File: src/rtl/uart_mmio_core.sv
// Memory-mapped 8N1 UART core: req/gnt/rvalid register port, transmitter, oversampled receiver,
// RX FIFO and level interrupt. Define UART_LOOPBACK_EN to feed the receiver from tx_o.
module uart_mmio_core #(
    parameter int unsigned CLK_FREQ      = 25_000_000,
    parameter int unsigned BAUD_RATE     = 57600,
    parameter logic [31:0] BASE_ADDR     = 32'h10000000,
    parameter int unsigned RX_FIFO_DEPTH = 8
) (
    input  logic        clk_i,
    input  logic        rst_ni,
    input  logic        mem_req_i,
    input  logic        mem_we_i,
    input  logic [31:0] mem_addr_i,
    input  logic [31:0] mem_wdata_i,
    output logic        mem_gnt_o,
    output logic        mem_rvalid_o,
    output logic [31:0] mem_rdata_o,
    input  logic        rx_i,
    output logic        tx_o,
    output logic        irq_o,
    input  logic        irq_ack_i
);

    localparam int unsigned DIV = CLK_FREQ / BAUD_RATE;
    localparam int unsigned CW  = $clog2(DIV);
    localparam int unsigned PW  = $clog2(RX_FIFO_DEPTH);

    localparam logic [CW-1:0] DIV_M1   = CW'(DIV - 1);
    localparam logic [CW-1:0] HALF_M1  = CW'(DIV / 2 - 1);
    localparam logic [CW-1:0] CNT_ONE  = CW'(1);
    localparam logic [PW-1:0] PTR_ONE  = PW'(1);
    localparam logic [PW:0]   LVL_ONE  = (PW + 1)'(1);
    localparam logic [PW:0]   LVL_FULL = (PW + 1)'(RX_FIFO_DEPTH);

    typedef enum logic [1:0] {TxIdle, TxStart, TxData, TxStop} tx_state_e;
    typedef enum logic [1:0] {RxIdle, RxStart, RxData, RxStop} rx_state_e;

    tx_state_e         tx_state_q, tx_state_d;
    logic [CW-1:0]     tx_cnt_q, tx_cnt_d;
    logic [2:0]        tx_bit_q, tx_bit_d;
    logic [7:0]        tx_shift_q, tx_shift_d;

    rx_state_e         rx_state_q, rx_state_d;
    logic [CW-1:0]     rx_cnt_q, rx_cnt_d;
    logic [2:0]        rx_bit_q, rx_bit_d;
    logic [7:0]        rx_shift_q, rx_shift_d;
    logic              rx_s1_q, rx_s2_q, rx_prev_q;
    logic              rx_line;
    logic              push_req, frame_set;

    logic [7:0]        fifo_mem [RX_FIFO_DEPTH];
    logic [PW-1:0]     wr_ptr_q, wr_ptr_d, rd_ptr_q, rd_ptr_d;
    logic [PW:0]       count_q, count_d;
    logic              fifo_full, fifo_empty, push_ok, pop;

    logic              overrun_q, overrun_d, frame_err_q, frame_err_d;
    logic              irq_q, irq_d;
    logic              rvalid_q;
    logic [31:0]       rdata_q, rdata_d;

    logic              addr_hit, sel_tx, sel_rx, sel_st;
    logic              tx_busy, tx_start, rd, st_rd;
    logic              unused_wdata;

    assign unused_wdata = ^mem_wdata_i[31:8];

`ifdef UART_LOOPBACK_EN
    logic unused_rx;
    assign unused_rx = rx_i;
    assign rx_line   = tx_o;
`else
    assign rx_line = rx_i;
`endif

    // Bus decode; only a TXDATA write during a frame is back-pressured.
    assign addr_hit   = mem_addr_i[31:4] == BASE_ADDR[31:4];
    assign sel_tx     = addr_hit && mem_addr_i[3:0] == 4'h0;
    assign sel_rx     = addr_hit && mem_addr_i[3:0] == 4'h4;
    assign sel_st     = addr_hit && mem_addr_i[3:0] == 4'h8;
    assign tx_busy    = tx_state_q != TxIdle;
    assign mem_gnt_o  = mem_req_i && !(mem_we_i && sel_tx && tx_busy);
    assign tx_start   = mem_gnt_o && mem_we_i && sel_tx;
    assign rd         = mem_gnt_o && !mem_we_i;
    assign st_rd      = rd && sel_st;
    assign fifo_full  = count_q == LVL_FULL;
    assign fifo_empty = count_q == '0;
    assign pop        = rd && sel_rx && !fifo_empty;
    assign push_ok    = push_req && (!fifo_full || pop);

    assign mem_rvalid_o = rvalid_q;
    assign mem_rdata_o  = rdata_q;
    assign irq_o        = irq_q;

    always_comb begin
        rdata_d = '0;
        if (rd && sel_rx && !fifo_empty) begin
            rdata_d = {24'b0, fifo_mem[rd_ptr_q]};
        end else if (st_rd) begin
            rdata_d = {27'b0, frame_err_q, overrun_q, fifo_full, !fifo_empty, tx_busy};
        end
    end

    always_comb begin
        tx_state_d = tx_state_q;
        tx_cnt_d   = tx_cnt_q;
        tx_bit_d   = tx_bit_q;
        tx_shift_d = tx_shift_q;
        tx_o       = 1'b1;
        unique case (tx_state_q)
            TxIdle: begin
                if (tx_start) begin
                    tx_state_d = TxStart;
                    tx_cnt_d   = DIV_M1;
                    tx_shift_d = mem_wdata_i[7:0];
                end
            end
            TxStart: begin
                tx_o = 1'b0;
                if (tx_cnt_q == '0) begin
                    tx_state_d = TxData;
                    tx_cnt_d   = DIV_M1;
                    tx_bit_d   = '0;
                end else begin
                    tx_cnt_d = tx_cnt_q - CNT_ONE;
                end
            end
            TxData: begin
                tx_o = tx_shift_q[0];
                if (tx_cnt_q == '0) begin
                    tx_cnt_d   = DIV_M1;
                    tx_shift_d = {1'b0, tx_shift_q[7:1]};
                    tx_bit_d   = tx_bit_q + 3'd1;
                    if (tx_bit_q == 3'd7) begin
                        tx_state_d = TxStop;
                    end
                end else begin
                    tx_cnt_d = tx_cnt_q - CNT_ONE;
                end
            end
            TxStop: begin
                if (tx_cnt_q == '0) begin
                    tx_state_d = TxIdle;
                end else begin
                    tx_cnt_d = tx_cnt_q - CNT_ONE;
                end
            end
            default: tx_state_d = TxIdle;
        endcase
    end

    // Receiver samples mid-bit: half a bit after the falling edge, then every DIV cycles.
    always_comb begin
        rx_state_d = rx_state_q;
        rx_cnt_d   = rx_cnt_q;
        rx_bit_d   = rx_bit_q;
        rx_shift_d = rx_shift_q;
        push_req   = 1'b0;
        frame_set  = 1'b0;
        unique case (rx_state_q)
            RxIdle: begin
                if (rx_prev_q && !rx_s2_q) begin
                    rx_state_d = RxStart;
                    rx_cnt_d   = HALF_M1;
                end
            end
            RxStart: begin
                if (rx_cnt_q == '0) begin
                    rx_state_d = rx_s2_q ? RxIdle : RxData;
                    rx_cnt_d   = DIV_M1;
                    rx_bit_d   = '0;
                end else begin
                    rx_cnt_d = rx_cnt_q - CNT_ONE;
                end
            end
            RxData: begin
                if (rx_cnt_q == '0) begin
                    rx_cnt_d   = DIV_M1;
                    rx_shift_d = {rx_s2_q, rx_shift_q[7:1]};
                    rx_bit_d   = rx_bit_q + 3'd1;
                    if (rx_bit_q == 3'd7) begin
                        rx_state_d = RxStop;
                    end
                end else begin
                    rx_cnt_d = rx_cnt_q - CNT_ONE;
                end
            end
            RxStop: begin
                if (rx_cnt_q == '0) begin
                    rx_state_d = RxIdle;
                    push_req   = rx_s2_q;
                    frame_set  = !rx_s2_q;
                end else begin
                    rx_cnt_d = rx_cnt_q - CNT_ONE;
                end
            end
            default: rx_state_d = RxIdle;
        endcase
    end

    // New error events win over a same-cycle STATUS read so they are never lost.
    always_comb begin
        wr_ptr_d    = push_ok ? wr_ptr_q + PTR_ONE : wr_ptr_q;
        rd_ptr_d    = pop ? rd_ptr_q + PTR_ONE : rd_ptr_q;
        count_d     = count_q;
        if (push_ok && !pop) begin
            count_d = count_q + LVL_ONE;
        end else if (!push_ok && pop) begin
            count_d = count_q - LVL_ONE;
        end
        overrun_d   = (push_req && fifo_full && !pop) || (overrun_q && !st_rd);
        frame_err_d = frame_set || (frame_err_q && !st_rd);
        irq_d       = push_ok || (irq_q && !irq_ack_i);
    end

    always_ff @(posedge clk_i) begin
        if (push_ok) begin
            fifo_mem[wr_ptr_q] <= rx_shift_q;
        end
    end

    always_ff @(posedge clk_i or negedge rst_ni) begin
        if (!rst_ni) begin
            tx_state_q  <= TxIdle;
            tx_cnt_q    <= '0;
            tx_bit_q    <= '0;
            tx_shift_q  <= '0;
            rx_state_q  <= RxIdle;
            rx_cnt_q    <= '0;
            rx_bit_q    <= '0;
            rx_shift_q  <= '0;
            rx_s1_q     <= 1'b1;
            rx_s2_q     <= 1'b1;
            rx_prev_q   <= 1'b1;
            wr_ptr_q    <= '0;
            rd_ptr_q    <= '0;
            count_q     <= '0;
            overrun_q   <= 1'b0;
            frame_err_q <= 1'b0;
            irq_q       <= 1'b0;
            rvalid_q    <= 1'b0;
            rdata_q     <= '0;
        end else begin
            tx_state_q  <= tx_state_d;
            tx_cnt_q    <= tx_cnt_d;
            tx_bit_q    <= tx_bit_d;
            tx_shift_q  <= tx_shift_d;
            rx_state_q  <= rx_state_d;
            rx_cnt_q    <= rx_cnt_d;
            rx_bit_q    <= rx_bit_d;
            rx_shift_q  <= rx_shift_d;
            rx_s1_q     <= rx_line;
            rx_s2_q     <= rx_s1_q;
            rx_prev_q   <= rx_s2_q;
            wr_ptr_q    <= wr_ptr_d;
            rd_ptr_q    <= rd_ptr_d;
            count_q     <= count_d;
            overrun_q   <= overrun_d;
            frame_err_q <= frame_err_d;
            irq_q       <= irq_d;
            rvalid_q    <= mem_gnt_o;
            rdata_q     <= rdata_d;
        end
    end

endmodule

File: config.mk
export PLATFORM = sky130hd
export DESIGN_NAME = uart_mmio_core
export DESIGN_NICKNAME = d
export VERILOG_FILES = /design/src/rtl/uart_mmio_core.sv
export SDC_FILE = /design/constraint.sdc
export NUM_CORES = 1
export LEC_CHECK = 0
export CAP_MARGIN = 0
export CORE_ASPECT_RATIO = 0.7
export CORE_UTILIZATION = 55
export DETAILED_ROUTE_END_ITERATION = 16
export PLACE_DENSITY_LB_ADDON = 0.3
export SLEW_MARGIN = 20
export SYNTH_ARGS = -nofsm -noshare
export SYNTH_HDL_FRONTEND = slang
export SYNTH_SLANG_ARGS = --single-unit
export TNS_END_PERCENT = 30
File: constraint.sdc
create_clock -name clk_i -period 4.15 [get_ports clk_i]
set_input_delay 0.415 -clock clk_i [delete_from_list [all_inputs] [get_ports clk_i]]
set_output_delay 0.415 -clock clk_i [all_outputs]
set_load 0.01 [all_outputs]
==> results.py, run 1 <==
metrics = {
    "placement": {
        "post-dp-hpwl_um": 8650,
        "dpl.cell_count": 692,
        "gp_congestion": 0.825,
        "dp_slack_ns": 0.607,
        "place_area_um2": 7170,
        "io_buffers": 57,
    },
    "pwr": {
        "p_sw_mw": 1.07,
        "ir_drop_mv": 0.380,
        "internal-power_mw": 2.52,
        "p_per_area_nw_per_um2": 465,
        "seqPwrFrac_pct": 43.7,
        "switching_share_pct": 29.8,
        "power_frac_comb_pct": 18.2,
        "leakagePower_nw": 3.08,
        "power.total_mw": 3.59,
        "clockPowerShare_pct": 38.2,
    },
    "die": {
        "core_um2": 11300,
        "num_rows": 32,
        "chipHeight_um": 92.9,
        "start_util_pct": 57.7,
        "io_pins": 106,
        "die_x_um": 132,
        "die_area_um2": 12300,
    },
    "sta": {
        "min_period_ns": 3.24,
        "clock.fmax_mhz": 309,
        "timing.final.ws_setup_ns": 0.912,
        "final.period_utilization_pct": 78.0,
        "finalHoldViolCount": 0,
        "slew_violations": 0,
        "setup_viol": 0,
        "maxSlewHeadroom_pct": 47.5,
        "finClkSkew_ns": 0.0105,
        "tns_ns": 0,
        "tightest_slew_ns": 0.787,
        "rsz0062_at_grt": "false",
    },
    "synthesis": {
        "ys_seq_area_share_pct": 56.2,
        "yosysUniqueCellTypes": 67,
        "avgSynthCellArea_um2": 13.3,
        "synth_edf_count": 64,
        "synthArstFlopShare_pct": 51.9,
        "synthCells": 488,
        "synth_seq_cells": 133,
        "synth_warnings": 0,
        "mappedNetlistArea_um2": 6490,
        "synth_flop_cell": "dfrtp_1",
    },
    "critical_path": {
        "ff2ff_setup_slack_ns": 0.91,
        "crit_path_max_fanout": 8,
        "crit_required_ns": 4.44,
        "arrival_ns": 3.53,
        "start_kind": "register",
        "end_kind": "register",
        "rr_worst_depth": 15,
        "crit_type": "register to register",
    },
    "clock_network": {
        "post-cts-setup-buffers": 0,
        "clock_latency_ns": 0.41,
        "htree_levels": 4,
        "root_buffer": "clkbuf_16",
        "clockBufferDepth": 2,
        "numCtsBuffers": 17,
        "cts.clk_slew.worst_paths_ns": 0.06,
        "cts_tree": "built",
        "numClockSinks": 133,
    },
    "hold_path": {
        "worstHoldPathCells": 0,
        "min-delay-path-class": "register to register",
    },
    "grt": {
        "antenna_found_initial": 0,
        "grt_overflow": 0,
        "grt_max_degree": 30,
        "grt_usage_pct": 22.5,
        "grt_pass1_vias": 4074,
        "grt_pass1_wl_um": 20900,
    },
    "detailed_routing": {
        "vias": 4148,
        "drc": 0,
        "antenna_left": 0,
        "wl_um": 12500,
        "drtPass1Iterations": 5,
        "viasPerCell": 5.72,
        "wire_per_inst_um": 17.3,
        "drtIter0Drc": 387,
    },
    "cells_and_area": {
        "multiInputGateArea_um2": 2600,
        "layout_commonest_cell": "dfrtp_1",
        "stdcell_area_um2": 7720,
        "area_growth_pct": 18.9,
        "final_cell_mix": "65 x dfrtp_1, 64 x edfxtp_1, 56 x clkdlybuf4s50_1, 31 x nor2_1, 30 x a21oi_1",
        "instances_no_fill": 725,
        "antenna_cells": 0,
        "final_nets": 651,
        "n_fill_cell": 759,
        "drive_gt1_share_pct": 16.4,
        "register_area_um2": 3650,
    },
    "run": {
        "cap_viol_max_count": 0,
    },
    "status": {
        "status": "finished clean",
    },
}
-- layer usage --
layer / track usage (%) / share of wire [%] / vias up
li1: - / - / 1933
met1: 29.9 / 45 / 2086
met2: 37.4 / 49 / 118
met3: 4.82 / 4.3 / 11
met4: 6.88 / 0.90 / 0
met5: 0 / 0 / -
-- Yosys cell counts, drive strengths merged (3+ instances only) --
library cell  number  area share, %
inv               23            1.3
nor3              10           0.85
nand2b             5           0.48
a32o               3           0.46
xnor2              6           0.81
nor4              11            2.7
o22ai              7           0.67
dfstp              3            1.2
nor2              31            1.8
o31ai              5           0.79
nand2             20            1.2
a22o               7           0.94
a21oi             30            2.3
buf               30            3.3
nor3b              4           0.79
or4                3           0.35
mux2i             22            3.4
o21ai             20            1.7
nand4              5           0.94
o211ai             3           0.35
and2               4           0.39
nor2b              4           0.39
ha                21            4.0
mux4              16            5.5
clkbuf             9           0.52
nand3              4           0.39
a31oi              7           0.67
mux2              12            2.1
o22a               3           0.40
edfxtp            64             30
dfrtp             66             25
-- power groups by stage --
stage | Sequential [mW] | Clock (mW) | Combinational, mW
after global placement | 1.58 | 0 | 0.624
after global routing | 1.58 | 1.44 | 0.745
after CTS | 1.56 | 1.38 | 0.649
after floorplan | 1.56 | 0 | 0.490
final | 1.57 | 1.37 | 0.651
after detailed placement | 1.59 | 0 | 0.640
-- timing repair --
item                                   CTS  global route
endpoints found under the hold margin   15             0
hold buffers                             1             0
gates resized for setup                  0             0
-- worst max-delay path, stage by stage (launching register included) --
cell and delay, ns:
dfrtp_1 0.42, inv_1 0.10, ha_1 0.15, nor3b_2 0.38, nand3_1 0.13, nor2_1 0.41
o21ai_4 0.19, inv_1 0.10, ha_1 0.19, inv_1 0.09, ha_1 0.28, a21o_1 0.17
a21oi_1 0.17, xnor2_1 0.13, nor2_1 0.06, xor2_1 0.14
-- sequential cells by signal (all words and copies together), names as in the netlist, 2 cells and up, named ones only --
| signal | flops |
|---|---|
| wr_ptr_q | 3 |
| tx_cnt_q | 9 |
| fifo_mem | 64 |
| tx_shift_q | 8 |
| count_q | 4 |
| tx_state_q | 2 |
| tx_bit_q | 3 |
| mem_rdata_o | 8 |
| rx_cnt_q | 9 |
| rx_bit_q | 3 |
| rd_ptr_q | 3 |
| rx_shift_q | 8 |
-- worst paths after layout --
kind | startpoint | end
max in group asynchronous | rst_ni | rd_ptr_q[0]
worst max-delay path | rx_cnt_q[0] | count_q[3]
worst max register to register | rx_cnt_q[0] | count_q[3]
worst min register to register | rx_s1_q | rx_s2_q
min in group asynchronous | rst_ni | tx_cnt_q[3]
worst min-delay path | rx_s1_q | rx_s2_q
-- cell type report --
| type | count | area share [%] |
|---|---|---|
| clock buffers | 17 | 5.51 |
| clock inverters | 15 | 1.54 |
| inverters | 23 | 1.12 |
| multi-input cells | 316 | 33.6 |
| flip-flops and latches | 133 | 47.3 |
| well taps | 153 | 2.48 |
| repair buffers | 68 | 8.43 |
-- kinds of logic after synthesis --
group / Yosys count / synth area share (%)
compound gates: 102 / 10.5
xor+xnor: 8 / 1.08
fa+ha+maj: 22 / 4.35
buf+inv: 62 / 5.11
flops: 133 / 56.2
mux: 50 / 11.1
other cells: 1 / 0.0577
simple gates: 110 / 11.5
-- metrics by stage --
step | hold WS, ns | util, %
2_1_floorplan | 0.119 | -
3_3_place_gp | 0.346 | 63.7
3_5_place_dp | 0.348 | 63.7
4_1_cts | 0.358 | 68.6
5_1_grt | 0.358 | 68.6
6_report | 0.356 | 68.6
(Power assumes the default switching activity.)
==> inputs of run 2 (changes only) <==
--- a/config.mk
+++ b/config.mk
@@ -7,7 +7,7 @@
 export LEC_CHECK = 0
 export CAP_MARGIN = 0
 export CORE_ASPECT_RATIO = 0.7
-export CORE_UTILIZATION = 55
+export CORE_UTILIZATION = 54
 export DETAILED_ROUTE_END_ITERATION = 16
 export PLACE_DENSITY_LB_ADDON = 0.3
 export SLEW_MARGIN = 20
==> constraint.sdc (replaced) <==
create_clock -name clk_i -period 3.22 [get_ports clk_i]
set_input_delay 0.322 -clock clk_i [delete_from_list [all_inputs] [get_ports clk_i]]
set_output_delay 0.322 -clock clk_i [all_outputs]
set_load 0.01 [all_outputs]
==> results.py, run 2 (same netlist as run 1, synthesis figures left out) <==
metrics = {
    "sta": {
        "finClkSkew_ns": 0.0109,
        "tightest_slew_ns": 0.846,
        "timing.final.ws_setup_ns": 0.202,
        "min_period_ns": 3.02,
        "final.period_utilization_pct": 93.7,
        "slew_violations": 0,
        "rsz0062_at_grt": "false",
        "finalHoldViolCount": 0,
        "maxSlewHeadroom_pct": 43.6,
        "setup_viol": 0,
        "clock.fmax_mhz": 331,
    },
    "placement": {
        "dpl.cell_count": 707,
        "gp_congestion": 0.824,
        "dp_slack_ns": -0.0290,
        "post-dp-hpwl_um": 8890,
        "io_buffers": 57,
    },
    "detailed_routing": {
        "vias": 4206,
        "wire_per_inst_um": 17.5,
        "drtIter0Drc": 352,
        "viasPerCell": 5.68,
        "drtPass1Iterations": 5,
        "antenna_left": 0,
        "wl_um": 13000,
        "drc": 0,
    },
    "critical_path": {
        "crit_buf_inv": 3,
        "crit_path_max_fanout": 5,
        "cpPeakStageDelay_ns": 0.42,
        "cp_top_family": "simple AND/OR/NAND/NOR gates",
        "crit_path_start": "rx_cnt_q[0]",
        "start_kind": "register",
        "crit_required_ns": 3.52,
        "path_cells": "inv_1, ha_1, nor3b_2, nand3_1, nor2_1, o21ai_4, inv_1, ha_1, inv_1, ha_1, a21o_1, a21oi_1, xnor2_1, nor2_1, xor2_1",
        "arrival_ns": 3.32,
        "crit_type": "register to register",
        "r2r_start": "rx_cnt_q[0]",
        "crit_slowest_cell": "dfrtp_1",
        "end_kind": "register",
    },
    "grt": {
        "grt_overflow": 0,
        "grt_usage_pct": 22.8,
        "antenna_found_initial": 0,
        "grt_pass1_wl_um": 21300,
        "grt_pass1_vias": 4153,
        "grt_max_degree": 40,
    },
    "pwr": {
        "clockPowerShare_pct": 38.6,
        "p_per_area_nw_per_um2": 600,
        "internal-power_mw": 3.33,
        "switching_share_pct": 29.1,
        "ir_drop_mv": 0.399,
        "power_frac_comb_pct": 18.4,
        "p_sw_mw": 1.37,
        "leakagePower_nw": 3.13,
        "seqPwrFrac_pct": 43.0,
    },
    "run": {
        "cap_viol_max_count": 0,
    },
    "clock_network": {
        "cts_tree": "built",
        "clock_latency_ns": 0.42,
        "numClockSinks": 133,
        "root_buffer": "clkbuf_16",
        "numCtsBuffers": 17,
        "cts.clk_slew.worst_paths_ns": 0.06,
        "clockBufferDepth": 2,
        "htree_levels": 4,
        "post-cts-setup-buffers": 0,
    },
    "cells_and_area": {
        "drive_gt1_share_pct": 17.8,
        "final_nets": 662,
        "antenna_cells": 0,
        "n_fill_cell": 848,
        "reg.largest.list": "fifo_mem x64, rx_cnt_q x9, tx_cnt_q x9",
        "largest_reg_flops": 64,
        "final_cell_mix": "66 x dfrtp_1, 64 x edfxtp_1, 56 x clkdlybuf4s50_1, 31 x nor2_1, 30 x a21oi_1",
        "instances_no_fill": 740,
        "layout_commonest_cell": "dfrtp_1",
        "area_growth_pct": 20.4,
        "regMostFlops": "fifo_mem",
    },
    "die": {
        "io_pins": 106,
        "die_x_um": 133,
        "chipHeight_um": 93.8,
        "core_um2": 11700,
        "num_rows": 33,
        "die_area_um2": 12500,
        "start_util_pct": 55.4,
    },
    "status": {
        "status": "finished clean",
    },
    "hold_path": {
        "min-delay-path-class": "input pin to register",
        "worstHoldStart": "rx_i",
    },
}
-- run 2: cell types whose count changed in the layout (fill, tap and decap cells not counted), sizes merged --
cell	before	now
bufinv	0	1
buf	11	22
clkinvlp	1	3
clkinv	6	5
inv	31	28
clkbuf	17	18
-- run 2: per-stage QoR --
step | instance area, um^2 | hold WS [ns] | TNS [ns] | total power [mW] | utilization (%)
floorplan | 6580 | 0.0264 | 0 | 2.65 | -
global placement | 7250 | 0.352 | 0 | 2.86 | 61.9
detailed placement | 7250 | 0.353 | -0.0290 | 2.89 | 61.9
CTS | 7820 | 0.332 | 0 | 4.72 | 66.7
global route | 7820 | 0.335 | 0 | 4.93 | 66.7
finish | 7820 | 0.337 | 0 | 4.70 | 66.7
-- run 2: routing by layer --
metal / routed length (um) / vias to the layer above / track usage, %
met1: 5620 / 2101 / 29.7
met2: 6500 / 131 / 37.6
met5: 0 / - / 0
met3: 703 / 16 / 5.39
met4: 144 / 0 / 8.43
li1: - / 1958 / -
-- run 2: layout make-up --
class | instances | area (um^2) | share of cell area, %
inverters | 23 | 86.3 | 1.10
repair buffers | 79 | 733 | 9.37
multi-input cells | 316 | 2600 | 33.2
clock buffers | 18 | 429 | 5.49
well taps | 157 | 196 | 2.51
clock inverters | 14 | 128 | 1.63
flip-flops and latches | 133 | 3650 | 46.7
-- run 2: what timing repair did --
action / CTS / global route
hold buffers: 1 / 0
setup endpoints to repair: 0 / 0
gates resized for setup: 0 / 0
hold endpoints to repair: 66 / 0
-- run 2: path summary, 6_finish.rpt --
path,to,cells past startpoint,slack (ns)
max,count_q[3],15,0.20
min,rx_s1_q,1,0.34
max reg2reg,count_q[3],15,0.20
min reg2reg,rx_s2_q,0,0.36
max in group asynchronous,rx_s1_q,3,2.35
min in group asynchronous,tx_cnt_q[2],3,0.47
-- run 2: worst register-to-register path, stage by stage (launching register included) --
cell     delay, ns
dfrtp_1       0.42
inv_1         0.10
ha_1          0.14
nor3b_2       0.22
nand3_1       0.10
nor2_1        0.41
o21ai_4       0.10
inv_1         0.08
ha_1          0.21
inv_1         0.10
ha_1          0.28
a21o_1        0.18
a21oi_1       0.19
xnor2_1       0.15
nor2_1        0.07
xor2_1        0.14
-- run 2: power groups by stage --
stage	logic [mW]	clock network [mW]	registers, mW
3_5_place_dp	0.844	0	2.05
3_3_place_gp	0.820	0	2.04
4_1_cts	0.857	1.84	2.02
2_1_floorplan	0.631	0	2.02
5_1_grt	0.976	1.92	2.04
6_report	0.863	1.81	2.02
